File: src/rtl/mem_lsu_queue_pkg.sv
`default_nettype none
// ============================================================================
// Module   : mem_lsu_pkg
// Brief    : Op encodings, bus size codes and queue entry type for the LSU queue.
// Revision : 1.0  initial release
// ============================================================================
package mem_lsu_pkg;

    localparam logic [2:0] OP_B  = 3'b000;
    localparam logic [2:0] OP_H  = 3'b001;
    localparam logic [2:0] OP_W  = 3'b010;
    localparam logic [2:0] OP_BU = 3'b100;
    localparam logic [2:0] OP_HU = 3'b101;

    localparam logic [1:0] SIZE_B = 2'b00;
    localparam logic [1:0] SIZE_H = 2'b01;
    localparam logic [1:0] SIZE_W = 2'b10;

    typedef struct packed {
        logic        is_store;
        logic [2:0]  op;
        logic [1:0]  off;
        logic        done;
        logic        cancel;
        logic [31:0] data;
    } entry_t;

endpackage
`default_nettype wire

File: src/rtl/mem_lsu_queue_if.sv
`default_nettype none
// ============================================================================
// Module   : mem_lsu_queue_if
// Brief    : sram-like bus between the LSU queue (master) and memory (slave).
// Revision : 1.0  initial release
// ============================================================================
interface mem_lsu_queue_if;
    logic        req;
    logic        wr;
    logic [1:0]  size;
    logic [31:0] addr;
    logic [3:0]  wstrb;
    logic [31:0] wdata;
    logic        addr_ok;
    logic        data_ok;
    logic [31:0] rdata;

    modport master (
        output req, wr, size, addr, wstrb, wdata,
        input  addr_ok, data_ok, rdata
    );

    modport slave (
        input  req, wr, size, addr, wstrb, wdata,
        output addr_ok, data_ok, rdata
    );
endinterface
`default_nettype wire

File: src/rtl/mem_lsu_queue_load_ext.sv
`default_nettype none
// ============================================================================
// Module   : mem_load_ext
// Brief    : Selects the addressed byte/half of read data and sign/zero-extends.
// Revision : 1.0  initial release
// ============================================================================
module mem_load_ext
    import mem_lsu_pkg::*;
(
    input  wire logic [31:0] rdata,
    input  wire logic [2:0]  op,
    input  wire logic [1:0]  off,
    output logic      [31:0] result
);
    logic [7:0]  w_byte;
    logic [15:0] w_half;

    always_comb begin
        w_byte = rdata[7:0];
        case (off)
            2'd1:    w_byte = rdata[15:8];
            2'd2:    w_byte = rdata[23:16];
            2'd3:    w_byte = rdata[31:24];
            default: w_byte = rdata[7:0];
        endcase
        w_half = off[1] ? rdata[31:16] : rdata[15:0];
        case (op)
            OP_B:    result = {{24{w_byte[7]}}, w_byte};
            OP_BU:   result = {24'h0, w_byte};
            OP_H:    result = {{16{w_half[15]}}, w_half};
            OP_HU:   result = {16'h0, w_half};
            default: result = rdata;
        endcase
    end
endmodule
`default_nettype wire

File: src/rtl/mem_lsu_queue.sv
`default_nettype none
// ============================================================================
// Module   : mem_lsu_queue
// Brief    : In-order MEM-stage load/store queue, up to DEPTH outstanding ops.
//            Optional macro MEM_LSU_BYPASS_EN: same-cycle retire of head data.
// Revision : 1.0  initial release
// ============================================================================
module mem_lsu_queue
    import mem_lsu_pkg::*;
#(
    parameter int DEPTH = 4,
    parameter int CNT_W = $clog2(DEPTH) + 1
) (
    input  wire logic        clk,
    input  wire logic        rst,
    input  wire logic        in_valid,
    output logic             in_ready,
    input  wire logic        in_is_store,
    input  wire logic [2:0]  in_op,
    input  wire logic [31:0] in_addr,
    input  wire logic [31:0] in_wdata,
    input  wire logic        flush,
    output logic             out_valid,
    input  wire logic        out_ready,
    output logic      [31:0] out_data,
    output logic             out_is_store,
    mem_lsu_queue_if.master  bus,
    output logic             busy
);
    localparam int PTR_W = $clog2(DEPTH);

    logic [PTR_W-1:0] r_head, r_tail, r_resp;
    logic [CNT_W-1:0] r_count, r_pend;
    logic [DEPTH-1:0] r_valid;
    entry_t           r_ent [DEPTH];

    logic        w_full, w_req, w_issue, w_resp, w_head_rdy;
    logic        w_retire, w_cfree, w_bypass, w_dec;
    logic [31:0] w_ext, w_resp_data;

    assign w_full  = (r_count == CNT_W'(DEPTH));
    assign w_req   = in_valid & ~w_full & ~flush;
    assign w_issue = w_req & bus.addr_ok;
    // A stray data_ok with nothing outstanding is ignored.
    assign w_resp  = bus.data_ok & (r_pend != '0);

    mem_load_ext u_load_ext (
        .rdata  (bus.rdata),
        .op     (r_ent[r_resp].op),
        .off    (r_ent[r_resp].off),
        .result (w_ext)
    );
    assign w_resp_data = r_ent[r_resp].is_store ? 32'h0 : w_ext;

    assign w_head_rdy = r_valid[r_head] & r_ent[r_head].done & ~r_ent[r_head].cancel;
    assign w_retire   = w_head_rdy & out_ready;
    // Cancelled entries always sit at the head, so freeing one advances head.
    assign w_cfree    = w_resp & r_ent[r_resp].cancel;

`ifdef MEM_LSU_BYPASS_EN
    assign w_bypass = w_resp & ~flush & (r_resp == r_head) & ~r_ent[r_resp].cancel & out_ready;
`else
    assign w_bypass = 1'b0;
`endif

    assign w_dec = w_retire | w_cfree | w_bypass;

    assign bus.req   = w_req;
    assign bus.wr    = in_is_store;
    assign bus.size  = in_op[1:0];
    assign bus.addr  = in_addr;
    assign in_ready  = w_issue;
    assign busy      = |r_valid;

    always_comb begin
        bus.wstrb = 4'b0000;
        bus.wdata = in_wdata;
        if (in_is_store) begin
            case (in_op[1:0])
                SIZE_B:  bus.wstrb = 4'b0001 << in_addr[1:0];
                SIZE_H:  bus.wstrb = 4'b0011 << in_addr[1:0];
                default: bus.wstrb = 4'b1111;
            endcase
        end
        case (in_op[1:0])
            SIZE_B:  bus.wdata = {4{in_wdata[7:0]}};
            SIZE_H:  bus.wdata = {2{in_wdata[15:0]}};
            default: bus.wdata = in_wdata;
        endcase
    end

    always_comb begin
        out_valid    = w_head_rdy | w_bypass;
        out_data     = 32'h0;
        out_is_store = 1'b0;
        if (w_bypass) begin
            out_data     = w_resp_data;
            out_is_store = r_ent[r_resp].is_store;
        end else if (w_head_rdy) begin
            out_data     = r_ent[r_head].data;
            out_is_store = r_ent[r_head].is_store;
        end
    end

    always_ff @(posedge clk) begin
        if (rst) begin
            r_head  <= '0;
            r_tail  <= '0;
            r_resp  <= '0;
            r_count <= '0;
            r_pend  <= '0;
            r_valid <= '0;
            for (int i = 0; i < DEPTH; i++) begin
                r_ent[i] <= '0;
            end
        end else if (flush) begin
            // Done entries vanish now; pending ones linger until their response.
            for (int i = 0; i < DEPTH; i++) begin
                if (r_valid[i]) begin
                    if (r_ent[i].done || (w_resp && (r_resp == PTR_W'(i)))) begin
                        r_valid[i] <= 1'b0;
                    end else begin
                        r_ent[i].cancel <= 1'b1;
                    end
                end
            end
            r_head  <= r_resp + PTR_W'(w_resp);
            r_resp  <= r_resp + PTR_W'(w_resp);
            r_count <= r_pend - CNT_W'(w_resp);
            r_pend  <= r_pend - CNT_W'(w_resp);
        end else begin
            if (w_issue) begin
                r_valid[r_tail] <= 1'b1;
                r_ent[r_tail]   <= '{is_store: in_is_store, op: in_op, off: in_addr[1:0],
                                     done: 1'b0, cancel: 1'b0, data: 32'h0};
                r_tail          <= r_tail + PTR_W'(1);
            end
            if (w_resp) begin
                if (w_cfree || w_bypass) begin
                    r_valid[r_resp] <= 1'b0;
                end else begin
                    r_ent[r_resp].done <= 1'b1;
                    r_ent[r_resp].data <= w_resp_data;
                end
                r_resp <= r_resp + PTR_W'(1);
            end
            if (w_retire) begin
                r_valid[r_head] <= 1'b0;
            end
            r_head  <= r_head + PTR_W'(w_dec);
            r_count <= r_count + CNT_W'(w_issue) - CNT_W'(w_dec);
            r_pend  <= r_pend + CNT_W'(w_issue) - CNT_W'(w_resp);
        end
    end
endmodule
`default_nettype wire

File: src/flat_wrapper.sv
// flat-port wrapper written by rule: the top's interface ports become plain ports
module mem_lsu_queue_flat import mem_lsu_pkg::*;
#(
    parameter int DEPTH = 4,
    parameter int CNT_W = $clog2(DEPTH) + 1
)
  (clk, rst, in_valid, in_ready, in_is_store, in_op, in_addr, in_wdata, flush, out_valid, out_ready, out_data, out_is_store, busy, bus_req, bus_wr, bus_size, bus_addr, bus_wstrb, bus_wdata, bus_addr_ok, bus_data_ok, bus_rdata);
  mem_lsu_queue_if bus_i ();
  input  wire logic clk;
  input  wire logic rst;
  input  wire logic in_valid;
  output logic in_ready;
  input  wire logic in_is_store;
  input  wire logic [2:0] in_op;
  input  wire logic [31:0] in_addr;
  input  wire logic [31:0] in_wdata;
  input  wire logic flush;
  output logic out_valid;
  input  wire logic out_ready;
  output logic      [31:0] out_data;
  output logic out_is_store;
  output logic busy;
  output wire logic [$bits(bus_i.req)-1:0] bus_req;
  output wire logic [$bits(bus_i.wr)-1:0] bus_wr;
  output wire logic [$bits(bus_i.size)-1:0] bus_size;
  output wire logic [$bits(bus_i.addr)-1:0] bus_addr;
  output wire logic [$bits(bus_i.wstrb)-1:0] bus_wstrb;
  output wire logic [$bits(bus_i.wdata)-1:0] bus_wdata;
  input wire logic [$bits(bus_i.addr_ok)-1:0] bus_addr_ok;
  input wire logic [$bits(bus_i.data_ok)-1:0] bus_data_ok;
  input wire logic [$bits(bus_i.rdata)-1:0] bus_rdata;
  assign bus_req = bus_i.req;
  assign bus_wr = bus_i.wr;
  assign bus_size = bus_i.size;
  assign bus_addr = bus_i.addr;
  assign bus_wstrb = bus_i.wstrb;
  assign bus_wdata = bus_i.wdata;
  assign bus_i.addr_ok = bus_addr_ok;
  assign bus_i.data_ok = bus_data_ok;
  assign bus_i.rdata = bus_rdata;
  mem_lsu_queue #(.DEPTH(DEPTH), .CNT_W(CNT_W)) u_core (.clk(clk), .rst(rst), .in_valid(in_valid), .in_ready(in_ready), .in_is_store(in_is_store), .in_op(in_op), .in_addr(in_addr), .in_wdata(in_wdata), .flush(flush), .out_valid(out_valid), .out_ready(out_ready), .out_data(out_data), .out_is_store(out_is_store), .bus(bus_i), .busy(busy));
endmodule
File: config.mk
export PLATFORM = sky130hd
export DESIGN_NAME = mem_lsu_queue_flat
export DESIGN_NICKNAME = d
export VERILOG_FILES = /design/src/rtl/mem_lsu_queue_pkg.sv /design/src/rtl/mem_lsu_queue_if.sv /design/src/rtl/mem_lsu_queue_load_ext.sv /design/src/rtl/mem_lsu_queue.sv /design/src/flat_wrapper.sv
export SDC_FILE = /design/constraint.sdc
export NUM_CORES = 1
export LEC_CHECK = 0
export ABC_AREA = 1
export BUFFER_PORTS_ARGS = -buffer_cell sky130_fd_sc_hd__buf_2
export CAP_MARGIN = 30
export CELL_PAD_IN_SITES_DETAIL_PLACEMENT = 0
export CELL_PAD_IN_SITES_GLOBAL_PLACEMENT = 1
export CORE_ASPECT_RATIO = 1.25
export CORE_MARGIN = 4
export CORE_UTILIZATION = 41
export CTS_BUF_LIST = sky130_fd_sc_hd__clkbuf_16
export DETAILED_ROUTE_END_ITERATION = 10
export PLACE_DENSITY = 0.9
export SYNTH_ARGS = -nofsm -noshare
export SYNTH_HDL_FRONTEND = slang
export SYNTH_HIERARCHICAL = 1
export SYNTH_SLANG_ARGS = --single-unit
File: constraint.sdc
create_clock -name clk -period 2.7 [get_ports clk]
set_input_delay 0.135 -clock clk [delete_from_list [all_inputs] [get_ports clk]]
set_output_delay 0.135 -clock clk [all_outputs]
set_load 0.03 [all_outputs]
==> metrics <==
Clock transition at path regs=0.07 ns; initial antenna violation count=0; Tot Pwr=9.65 mW; share of cells above drive strength 1=20.7%; Final Max Slew Viols=0; Leakage=4.63 nW; Routed WL=26500 um; Worst Setup End Kind=flop; area grow syn2layout=14.1%; GP Congestion=0.879; fin nets=1309; GRT overflow=0; worst-path fanout max=10; Required @ worst endpoint=3.02 ns; largest family of logic cells by synthesized area=simple AND/OR/NAND/NOR gates; antenna cells=0; worst setup margin=0.173 ns; Reg2Reg Depth=15; CP Launch Type=flop; Max transition margin=48.8%; vias in the first global route=7856; Crit Path Category=flop to flop; Final Util=47.7%; DRC viols=0; Final Cycle Share=93.6%; root buf cell=clkbuf_16; max-cap violations=0; skew final=0.0126 ns; syn avg cell area=8.91 um^2; power per cell area=878 nW/um^2; Worst Tran Pin Value=0.766 ns; # IOs=215; prevailing post-synth register cell=edfxtp_1; simple-gate share of the synthesized area=24.6%; Port Buf Inserts=154; Iter 0 DRT Violations=599; via density per instance=5.40; Distinct cells, synth=42; synthesized instance count=1082; post-synthesis xor/xnor area fraction=0.363%; drt pass-1 iters=5; Max Clk Rate=396 MHz; num rows=62; Final Instance Area=11000 um^2; Synth Net Count=1207; hold path cells=2; Cell Area, Synth=9640 um^2; FF+latch count, synth=178; CTS H-tree depth=4; post-route ant nets=0; Seq/Total Area, Yosys=52.8%; Hold Path Class=input port to flop; adder-cell share of the synthesized area=2.49%; Post-CTS Hold Buffers=0; Post-synth EDFFs=152; Final Hold Viols=0; Post-DP HPWL=17800 um; via count=8024; synth warn=6; CTS tree=yes; run status=finished, final reports clean; Num CTS Buffers=17; Final Setup Violations=0; CTS max path bufs=2; DIE HEIGHT=179 um; CTS Sinks=178; Async S/R FF share, synth=0%; first-pass GRT wire length=41000 um; WP data arrival=2.85 ns; Die Area=26000 um^2; Initial Util=41.8%; placed inst area=10400 um^2; Clock Latency Late Sink=0.44 ns; Compound-Gate Fraction of Synth Area=10.1%; worst hold slack=0.0156 ns; setup TNS=0 ns; Layout Cells excl Fill=1485; Place WS=0.0414 ns; DIE WIDTH=145 um; largest net degree at the start of global routing=35; fin crit period=2.53 ns; core area=23000 um^2; placed cell count=1453; WL per Instance=17.8 um; highest ir drop seen on vdd=0.000523 V; Fillers=2189; gr usage total=19.7%; multiplexer share of the synthesized area=0%
## sequential cells by signal (all words and copies together), names as in the netlist, named ones only
register / count
u_core/r_ent: 160
u_core/r_valid: 4
u_core/r_resp: 2
u_core/r_pend: 3
u_core/r_head: 2
u_core/r_count: 3
u_core/r_tail: 2
## cells by family (layout without fill, tap and decap cells)
| family | Yosys count | after routing |
|---|---|---|
| simple gates | 561 | 561 |
| flops | 178 | 178 |
| buf+inv | 161 | 276 |
| compound gates | 160 | 160 |
| fa+ha+maj | 18 | 18 |
| xor+xnor | 4 | 4 |
## path summary, 6_finish.rpt
kind                                           from             endpoint  slack (ns)
worst max-delay path               u_core/r_head[0]    u_core/r_count[2]        0.17
worst min-delay path                            rst    u_core/r_count[2]        0.02
worst max register to register     u_core/r_head[0]    u_core/r_count[2]        0.17
worst min register to register  u_core/r_ent[1][32]  u_core/r_ent[1][32]        0.49
## what timing repair did
item | CTS | global route
cloned | 0 | 0
pin swaps | 0 | 1
setup endpoints to repair | 5 | 7
resized for setup | 1 | 4
setup buffers | 0 | 0
## synth_stat cells, types with 2 or more instances
cell type	n	share of area (%)
buf_4	44	3.4
inv_2	2	0.078
nand2_1	264	10
nor2_2	2	0.13
inv_1	58	2.3
a31oi_1	33	2.1
nand2_4	2	0.23
clkinv_1	2	0.078
dfxtp_1	26	5.4
o211ai_1	5	0.39
edfxtp_1	152	47
o21ai_0	45	2.3
o22ai_1	13	0.84
ha_1	16	2.1
fa_1	2	0.42
clkbuf_1	22	0.86
nand4_1	10	0.65
buf_6	18	2.1
nor2_4	2	0.23
nor2_1	201	7.8
nand3_2	7	0.73
nand3_4	2	0.36
a21oi_1	26	1.4
nand2_2	7	0.45
nor3_1	4	0.21
a22oi_1	33	2.6
buf_2	12	0.62
nand3_1	55	2.9
xor2_1	3	0.27
o21bai_1	2	0.16
## cell type report
class                      count  area, um^2  share of cell area, %
tap                          288         360                   3.28
clock inverter                12         111                   1.01
clock buffer                  20         500                   4.55
inverter                      63         243                   2.21
sequential                   178        5090                   46.3
multi-input combinational    743        3630                   33.0
timing repair buffer         181        1060                   9.65
## critical path, cell delays in order (launching register included)
cell,delay [ns]
dfxtp_4,0.38
buf_4,0.16
nand3_1,0.07
nand2_1,0.06
nor2_2,0.15
nor2_4,0.06
nand2_2,0.06
inv_1,0.05
a22o_1,0.21
ha_1,0.28
inv_1,0.04
ha_1,0.20
fa_1,0.40
xor2_1,0.17
nand2_1,0.06
a21oi_1,0.06
## layout by cell type, fill, tap and decap left out, types with 3 or more instances in the layout
cell type,count
nand2_1,264
a31oi_1,33
nand3_1,55
inv_4,3
edfxtp_1,152
nor3_1,4
nor2_2,4
nand3_2,7
inv_1,59
o211ai_1,5
o22ai_1,11
buf_2,154
xor2_1,3
nand4_1,10
ha_1,16
a22oi_1,33
inv_6,5
o21ai_0,45
clkbuf_16,20
dfxtp_1,24
buf_4,20
nor2_1,199
nand2_2,7
a21oi_1,26
buf_12,7
## report_power, final
group | leakage (nW) | internal [mW] | switching [mW] | total (mW)
combinational | 2.53 | 1.14 | 2.60 | 3.74
sequential | 1.79 | 3.24 | 0.124 | 3.37
clock | 0.308 | 1.45 | 1.09 | 2.54
total | 4.63 | 5.83 | 3.82 | 9.65
## per-layer routing
metal / vias to the layer above / track usage (%) / wire length (um)
met4: 0 / 6.20 / 494
met3: 39 / 3.73 / 2030
met5: - / 0 / 0
met1: 3792 / 22.3 / 10000
li1: 3825 / - / -
met2: 368 / 37.1 / 13900
Note: power is estimated with default switching activity, not from simulation.
